$ cat src/rtl/task_pkg.sv
// Shared definitions for the task output path: answer-channel arbiter sizing,
// its state encoding and a small round-robin index helper.
package task_pkg;

    localparam int ANSWER_ARB_N_TASKS = 4;

    typedef enum logic [1:0] {
        S_IDLE,
        S_GRANT,
        S_XFER,
        S_RELEASE
    } answer_arb_state_t;

    // Index reached by stepping `off` places past `base` in a ring of `n` slots.
    function automatic int rr_wrap(input int base, input int off, input int n);
        return (base + off) % n;
    endfunction

endpackage

$ cat src/rtl/task_answer_arbiter_if.sv
// Answer-channel bundle between the task output blocks, the manager and the arbiter.
// The slave modport is the arbiter's view; master is the task/manager side.
interface task_answer_arbiter_if
    import task_pkg::*;
#(
    parameter int N_TASKS = ANSWER_ARB_N_TASKS,
    parameter int DATA_W  = 8,
    parameter int SIZE_W  = 12
);

    logic [N_TASKS-1:0]          i_tanswer_ready;
    logic [N_TASKS*DATA_W-1:0]   i_tdata;
    logic [N_TASKS-1:0]          i_tanswer_data_last;
    logic [N_TASKS*SIZE_W-1:0]   i_packet_size_in_bytes;
    logic [N_TASKS-1:0]          o_tmanager_ready;
    logic                        i_manager_ready;
    logic                        o_tanswer_ready;
    logic [DATA_W-1:0]           o_tdata;
    logic                        o_tanswer_data_last;
    logic [SIZE_W-1:0]           o_packet_size_in_bytes;
    logic [$clog2(N_TASKS)-1:0]  o_grant_id;
    logic                        o_busy;
    logic                        o_len_err;

    modport slave (
        input  i_tanswer_ready,
        input  i_tdata,
        input  i_tanswer_data_last,
        input  i_packet_size_in_bytes,
        input  i_manager_ready,
        output o_tmanager_ready,
        output o_tanswer_ready,
        output o_tdata,
        output o_tanswer_data_last,
        output o_packet_size_in_bytes,
        output o_grant_id,
        output o_busy,
        output o_len_err
    );

    modport master (
        output i_tanswer_ready,
        output i_tdata,
        output i_tanswer_data_last,
        output i_packet_size_in_bytes,
        output i_manager_ready,
        input  o_tmanager_ready,
        input  o_tanswer_ready,
        input  o_tdata,
        input  o_tanswer_data_last,
        input  o_packet_size_in_bytes,
        input  o_grant_id,
        input  o_busy,
        input  o_len_err
    );

endinterface

$ cat src/rtl/rr_priority_picker.sv
// Combinational round-robin picker: first set request strictly after the last
// grant, wrapping around; reusable by any shared-channel arbiter.
module rr_priority_picker
    import task_pkg::*;
#(
    parameter int N = ANSWER_ARB_N_TASKS
) (
    input  logic [N-1:0]          i_req,
    input  logic [$clog2(N)-1:0]  i_last_grant,
    output logic                  o_found,
    output logic [$clog2(N)-1:0]  o_winner
);

    localparam int IDW = $clog2(N);

    logic [IDW-1:0] idx;

    // Scan from the far end so the nearest requester after last_grant is written last.
    always_comb begin
        o_found  = |i_req;
        o_winner = '0;
        idx      = '0;
        for (int off = N; off >= 1; off--) begin
            idx = IDW'(rr_wrap(int'(i_last_grant), off, N));
            if (i_req[idx]) begin
                o_winner = idx;
            end
        end
    end

endmodule

$ cat src/rtl/task_answer_arbiter.sv
// Round-robin arbiter sharing the manager answer channel between task output
// blocks; a grant is held until the owning packet ends or is aborted.
module task_answer_arbiter
    import task_pkg::*;
#(
    parameter int N_TASKS = ANSWER_ARB_N_TASKS,
    parameter int DATA_W  = 8,
    parameter int SIZE_W  = 12
) (
    input  logic                  i_clk,
    input  logic                  i_rst,
    task_answer_arbiter_if.slave  bus
);

    localparam int                IDW       = $clog2(N_TASKS);
    localparam logic [IDW-1:0]    LAST_INIT = IDW'(N_TASKS - 1);
    localparam logic [SIZE_W:0]   ONE_EXT   = (SIZE_W + 1)'(1);
    localparam logic [SIZE_W-1:0] ONE       = SIZE_W'(1);

    answer_arb_state_t state_q, state_d;
    logic [IDW-1:0]    grant_q, grant_d;
    logic [IDW-1:0]    last_grant_q, last_grant_d;
    logic [SIZE_W-1:0] size_q, size_d;
    logic [SIZE_W-1:0] cnt_q, cnt_d;
    logic              len_err_q, len_err_d;

    logic              found;
    logic [IDW-1:0]    winner;
    logic [SIZE_W-1:0] win_size;
    logic              g_req;
    logic              g_last;
    logic [DATA_W-1:0] g_data;
    logic [SIZE_W:0]   cnt_plus;
    logic              size_mismatch;

    rr_priority_picker #(
        .N (N_TASKS)
    ) u_picker (
        .i_req        (bus.i_tanswer_ready),
        .i_last_grant (last_grant_q),
        .o_found      (found),
        .o_winner     (winner)
    );

    assign win_size      = bus.i_packet_size_in_bytes[int'(winner)*SIZE_W +: SIZE_W];
    assign g_req         = bus.i_tanswer_ready[grant_q];
    assign g_last        = bus.i_tanswer_data_last[grant_q];
    assign g_data        = bus.i_tdata[int'(grant_q)*DATA_W +: DATA_W];
    // Extra bit keeps a saturated counter from wrapping back onto a valid size.
    assign cnt_plus      = {1'b0, cnt_q} + ONE_EXT;
    assign size_mismatch = (cnt_plus != {1'b0, size_q});

    always_ff @(posedge i_clk) begin
        if (i_rst) begin
            state_q      <= S_IDLE;
            grant_q      <= '0;
            last_grant_q <= LAST_INIT;
            size_q       <= '0;
            cnt_q        <= '0;
            len_err_q    <= 1'b0;
        end else begin
            state_q      <= state_d;
            grant_q      <= grant_d;
            last_grant_q <= last_grant_d;
            size_q       <= size_d;
            cnt_q        <= cnt_d;
            len_err_q    <= len_err_d;
        end
    end

    always_comb begin
        state_d      = state_q;
        grant_d      = grant_q;
        last_grant_d = last_grant_q;
        size_d       = size_q;
        cnt_d        = cnt_q;
        len_err_d    = 1'b0;
        case (state_q)
            S_IDLE: begin
                if (found) begin
                    grant_d = winner;
                    size_d  = win_size;
                    state_d = S_GRANT;
                end
            end
            S_GRANT: begin
                cnt_d   = '0;
                state_d = S_XFER;
            end
            S_XFER: begin
                if (!g_req) begin
                    len_err_d = 1'b1;
                    state_d   = S_RELEASE;
                end else if (bus.i_manager_ready) begin
                    if (g_last) begin
                        len_err_d = size_mismatch;
                        state_d   = S_RELEASE;
                    end else if (cnt_q != '1) begin
                        cnt_d = cnt_q + ONE;
                    end
                end
            end
            S_RELEASE: begin
                last_grant_d = grant_q;
                state_d      = S_IDLE;
            end
            default: state_d = S_IDLE;
        endcase
    end

    logic [N_TASKS-1:0] tmanager_ready;
    logic               tanswer_ready;
    logic [DATA_W-1:0]  tdata;
    logic               tanswer_last;
    logic [SIZE_W-1:0]  size_out;

    always_comb begin
        tmanager_ready = '0;
        tanswer_ready  = 1'b0;
        tdata          = '0;
        tanswer_last   = 1'b0;
        size_out       = '0;
        if (state_q == S_XFER) begin
            tanswer_ready           = g_req;
            tdata                   = g_data;
            tanswer_last            = g_last;
            tmanager_ready[grant_q] = bus.i_manager_ready;
        end
        if (state_q == S_GRANT || state_q == S_XFER) begin
            size_out = size_q;
        end
    end

    assign bus.o_tmanager_ready       = tmanager_ready;
    assign bus.o_tanswer_ready        = tanswer_ready;
    assign bus.o_tdata                = tdata;
    assign bus.o_tanswer_data_last    = tanswer_last;
    assign bus.o_packet_size_in_bytes = size_out;
    assign bus.o_grant_id             = grant_q;
    assign bus.o_busy                 = (state_q != S_IDLE);
    assign bus.o_len_err              = len_err_q;

endmodule
$ cat src/flat_wrapper.sv
// flat-port wrapper written by rule: the top's interface ports become plain ports
module task_answer_arbiter_flat import task_pkg::*;
#(
    parameter int N_TASKS = ANSWER_ARB_N_TASKS,
    parameter int DATA_W  = 8,
    parameter int SIZE_W  = 12
)
  (i_clk, i_rst, bus_i_tanswer_ready, bus_i_tdata, bus_i_tanswer_data_last, bus_i_packet_size_in_bytes, bus_i_manager_ready, bus_o_tmanager_ready, bus_o_tanswer_ready, bus_o_tdata, bus_o_tanswer_data_last, bus_o_packet_size_in_bytes, bus_o_grant_id, bus_o_busy, bus_o_len_err);
  task_answer_arbiter_if #(.N_TASKS(N_TASKS), .DATA_W(DATA_W), .SIZE_W(SIZE_W)) bus_i ();
  input  logic i_clk;
  input  logic i_rst;
  input wire logic [$bits(bus_i.i_tanswer_ready)-1:0] bus_i_tanswer_ready;
  input wire logic [$bits(bus_i.i_tdata)-1:0] bus_i_tdata;
  input wire logic [$bits(bus_i.i_tanswer_data_last)-1:0] bus_i_tanswer_data_last;
  input wire logic [$bits(bus_i.i_packet_size_in_bytes)-1:0] bus_i_packet_size_in_bytes;
  input wire logic [$bits(bus_i.i_manager_ready)-1:0] bus_i_manager_ready;
  output wire logic [$bits(bus_i.o_tmanager_ready)-1:0] bus_o_tmanager_ready;
  output wire logic [$bits(bus_i.o_tanswer_ready)-1:0] bus_o_tanswer_ready;
  output wire logic [$bits(bus_i.o_tdata)-1:0] bus_o_tdata;
  output wire logic [$bits(bus_i.o_tanswer_data_last)-1:0] bus_o_tanswer_data_last;
  output wire logic [$bits(bus_i.o_packet_size_in_bytes)-1:0] bus_o_packet_size_in_bytes;
  output wire logic [$bits(bus_i.o_grant_id)-1:0] bus_o_grant_id;
  output wire logic [$bits(bus_i.o_busy)-1:0] bus_o_busy;
  output wire logic [$bits(bus_i.o_len_err)-1:0] bus_o_len_err;
  assign bus_i.i_tanswer_ready = bus_i_tanswer_ready;
  assign bus_i.i_tdata = bus_i_tdata;
  assign bus_i.i_tanswer_data_last = bus_i_tanswer_data_last;
  assign bus_i.i_packet_size_in_bytes = bus_i_packet_size_in_bytes;
  assign bus_i.i_manager_ready = bus_i_manager_ready;
  assign bus_o_tmanager_ready = bus_i.o_tmanager_ready;
  assign bus_o_tanswer_ready = bus_i.o_tanswer_ready;
  assign bus_o_tdata = bus_i.o_tdata;
  assign bus_o_tanswer_data_last = bus_i.o_tanswer_data_last;
  assign bus_o_packet_size_in_bytes = bus_i.o_packet_size_in_bytes;
  assign bus_o_grant_id = bus_i.o_grant_id;
  assign bus_o_busy = bus_i.o_busy;
  assign bus_o_len_err = bus_i.o_len_err;
  task_answer_arbiter #(.N_TASKS(N_TASKS), .DATA_W(DATA_W), .SIZE_W(SIZE_W)) u_core (.i_clk(i_clk), .i_rst(i_rst), .bus(bus_i));
endmodule
$ cat config.mk
export PLATFORM = sky130hd
export DESIGN_NAME = task_answer_arbiter_flat
export DESIGN_NICKNAME = d
export VERILOG_FILES = /design/src/rtl/task_pkg.sv /design/src/rtl/task_answer_arbiter_if.sv /design/src/rtl/rr_priority_picker.sv /design/src/rtl/task_answer_arbiter.sv /design/src/flat_wrapper.sv
export SDC_FILE = /design/constraint.sdc
export NUM_CORES = 1
export LEC_CHECK = 0
export BUFFER_PORTS_ARGS = -buffer_cell sky130_fd_sc_hd__buf_2
export CAP_MARGIN = 25
export CORE_UTILIZATION = 47
export CTS_CLUSTER_DIAMETER = 40
export DETAILED_ROUTE_END_ITERATION = 12
export PLACE_DENSITY = 0.8
export SYNTH_ARGS = -nofsm -noshare
export SYNTH_HDL_FRONTEND = slang
export SYNTH_HIERARCHICAL = 1
export SYNTH_SLANG_ARGS = --single-unit
$ cat constraint.sdc
create_clock -name i_clk -period 2.6 [get_ports i_clk]
set_clock_uncertainty 0.05 [all_clocks]
set_input_delay 0.13 -clock i_clk [delete_from_list [all_inputs] [get_ports i_clk]]
set_output_delay 0.13 -clock i_clk [all_outputs]
set_load 0.005 [all_outputs]
==> implementation parameters <==
Parameter                              Value

Status
  Status    finished clean

Synth
  Netlist area before placement    0.00254 mm2
  Fraction of synthesis flops using an asynchronous set or reset pin    0%
  Post-Syn Nets    393
  Synth cell types    51
  Cells after Synth    296
  Top-area cell type share of the netlist area    24.5%
  Part of the Yosys area used for sequential elements    24.5%
  Number of flip-flops and latches in the synthesized netlist    31
  Yosys warns    6
  Post-synth top flop    dfxtp_1
  EDFF count, synth    0
  Avg Inst Size Synth    8.57 um2
  Area leader, netlist    dfxtp_1
  Dominant cells by area after synthesis    dfxtp_1 (24%), mux4_2 (17%), a21oi_1 (6.3%)

Route
  Number of iterations in the first detailed-routing pass    4
  DRT Wirelength    6590 um
  Vias per std cell    5.46
  Routed wire length per instance    13.7 um
  Number of design rule violations left after detail routing    0
  Initial detailed-routing violation count    247
  Post-route ant nets    0
  Detailed-route via count    2634

Global routing
  Number of antenna violations at the first check in global routing    0
  Via count of the first global-routing pass    2418
  Total congestion overflow after global routing    0
  Pin count of the biggest net entering global routing    32
  Gr usage total    24.9%
  First-pass GRT wire length    10900 um

Floorplanning
  Horizontal extent of the die    75.5 um
  Effective utilization at floorplan    49.3%
  Floorplan Core Area    0.00514 mm2
  Number of placement rows    26
  Floorplan die area    0.00569 mm2
  Io pins    121
  Vertical extent of the die    75.5 um

Finish
  Antenna Diode Count    0
  Final Instance Count excl. Fillers    482
  Share of final-layout standard cells stronger than drive strength 1    39.6%
  Area Overhead vs Synth    30.3%
  Highest-count cells in the layout ignoring fill and taps    buf_2 (120), nand2_1 (39), a21oi_1 (32)
  Most common cell after layout, fill and taps aside    buf_2
  Number of fillers in the final layout    463
  Final-stage net count    508

STA
  Number of failing hold endpoints at the final stage    0
  Fraction of the cycle the final worst path needs    91.6%
  Tightest slew margin relative to the limit    54.2%
  Final total negative setup slack    0 ps
  Worst Slack Setup Final    218 ps
  Maximum clock frequency    420 MHz
  Time the final worst path needs with I/O delays and setup    2380 ps
  RSZ-0062 raised after global routing    no
  Max Slew Vio Count    0
  Transition time of the tightest slew-check pin    686 ps
  Number of setup violations in the final report    0
  Post-Route Hold Slack    264 ps

Clock tree
  Number of clock sinks    31
  Total clock buffers created by CTS    5
  Count of H-tree levels built during CTS    2
  Clock slew at reported path FFs    70 ps
  Count of hold-fix buffers inserted at cts    0
  PostCTS Resize Cnt    0
  Number of buffers on the longest clock path    2
  Post-CTS Setup Repair Bufs    0
  Library cell used as clock root buffer    clkbuf_8
  Clk Latency, worst-skew pair    280 ps
  TritonCTS clock tree    yes

Critical path
  Req. time, crit path    2760 ps
  Endpoint class of the critical path    register
  Number of buffers and inverters on the critical path    0
  Critical-path cell with the highest stage delay    mux4_2
  Critical path launch point type    register
  Cell class contributing the biggest share of worst-path delay    simple AND/OR/NAND/NOR gates
  Crit-path max cell delay    540 ps
  WP data arrival    2550 ps
  Maximum fanout encountered on the critical timing path    11
  List of cells traversed by the critical path    mux4_2 > or3b_1 > a31o_1 > or3_1 > a21oi_1
  Critical path class    reg -> reg

Place
  Number of I/O port buffers    120
  Sum of net half-perimeters after detailed placement    5140 um
  Global placer's final weighted congestion    0.826
  Worst slack, placed    231 ps
  Placed Cells incl. Taps    474

Power and ir drop
  Logic gate share of total power    50.5%
  Total internal power    0.00146 W
  Share of total power in sequential cells    28.8%
  Clock share of power    20.7%
  Worst ir drop on vdd    0.396 mV
  Net switching share of the total power    38.3%
  Reported leakage power    1.48 nW
  Power per standard cell area    718 mW/mm2
  Net switching power    0.000909 W

Run
  Number of maximum-capacitance violations    0

Hold path
  Type of the worst min-delay path    in -> reg
==> metal layers <==
layer  global-route usage (%)  up-vias  wire (um)  part of all wire (%)
met2                     40.6       96       3250                    49
met5                        0        -          0                     0
met3                     4.23       11        363                   5.5
met4                     9.47        0        101                   1.5
li1                         -     1293          -                     -
met1                     33.2     1234       2870                    44
==> synth_stat cells (2+ instances only) <==
| library cell | count |
|---|---|
| nand2_1 | 39 |
| a21oi_1 | 32 |
| dfxtp_1 | 31 |
| and2_1 | 24 |
| nor2_1 | 24 |
| mux4_2 | 19 |
| clkbuf_1 | 12 |
| xnor2_1 | 8 |
| inv_1 | 7 |
| nand3_1 | 7 |
| ha_1 | 6 |
| a31oi_1 | 5 |
| nand2b_1 | 5 |
| nand3b_1 | 5 |
| nor2b_1 | 5 |
| nor3_1 | 5 |
| o21ai_1 | 5 |
| xor2_1 | 5 |
| buf_2 | 4 |
| nand4_1 | 4 |
| o21ai_0 | 4 |
| a211o_1 | 3 |
| mux4_1 | 3 |
| a211oi_1 | 2 |
| a211oi_2 | 2 |
| a21boi_0 | 2 |
| buf_6 | 2 |
| o21bai_1 | 2 |
| or3_1 | 2 |
==> power groups by stage <==
stage | registers [W] | clock network, W | logic (W)
after floorplan | 0.000660 | 0 | 0.000854
after global routing | 0.000700 | 0.000521 | 0.00133
after detailed placement | 0.000692 | 0 | 0.00119
after global placement | 0.000687 | 0 | 0.00117
after CTS | 0.000682 | 0.000500 | 0.00119
final | 0.000684 | 0.000491 | 0.00120
==> final timing paths <==
path / from / end / slack (ps) / depth (start not counted)
max: u_core/bus.o_grant_id[0] / u_core/cnt_q[11] / 220 / 5
min: bus_i_packet_size_in_bytes[10] / u_core/size_q[10] / 260 / 4
max reg2reg: u_core/bus.o_grant_id[0] / u_core/cnt_q[11] / 220 / 5
min reg2reg: u_core/size_q[5] / u_core/size_q[5] / 440 / 2
==> sequential cells by signal (all words and copies together), names as in the netlist <==
| signal | count |
|---|---|
| u_core/bus.o_grant_id | 2 |
| u_core/last_grant_q | 2 |
| u_core/state_q | 2 |
| u_core/bus.o_len_err | 1 |
| u_core/cnt_q | 12 |
| u_core/size_q | 12 |
==> kinds of logic after synthesis <==
family / synth area share (%)
AND/OR/NAND/NOR: 25.6
AO/OA/AOI/OAI: 17.0
flip-flops: 24.5
buffers and inverters: 5.13
multiplexers: 20.4
XOR/XNOR: 4.49
adder cells (fa/ha/maj): 2.96
==> per-stage QoR <==
stage,util (%),area (um2),total power (W)
final,64.3,3310,0.00237
after detailed placement,62.0,3190,0.00188
after CTS,64.3,3310,0.00238
after global routing,64.3,3310,0.00255
after global placement,62.0,3190,0.00185
after floorplan,-,2540,0.00151
==> area by class of cell <==
cell class | count | area [um2] | share of cell area [%]
Clock buffer | 6 | 82.6 | 2.50
Inverter | 7 | 26.3 | 0.795
Sequential cell | 31 | 621 | 18.8
Multi-Input combinational cell | 237 | 1790 | 54.0
Tap cell | 70 | 87.6 | 2.65
Timing Repair Buffer | 129 | 668 | 20.2
Clock inverter | 2 | 35.0 | 1.06
==> worst register-to-register path, stage by stage, from the launching register on <==
cell	delay (ps)
dfxtp_1	430
mux4_2	540
or3b_1	420
a31o_1	340
or3_1	390
a21oi_1	140
No activity file was read; power rests on OpenSTA's default activity.
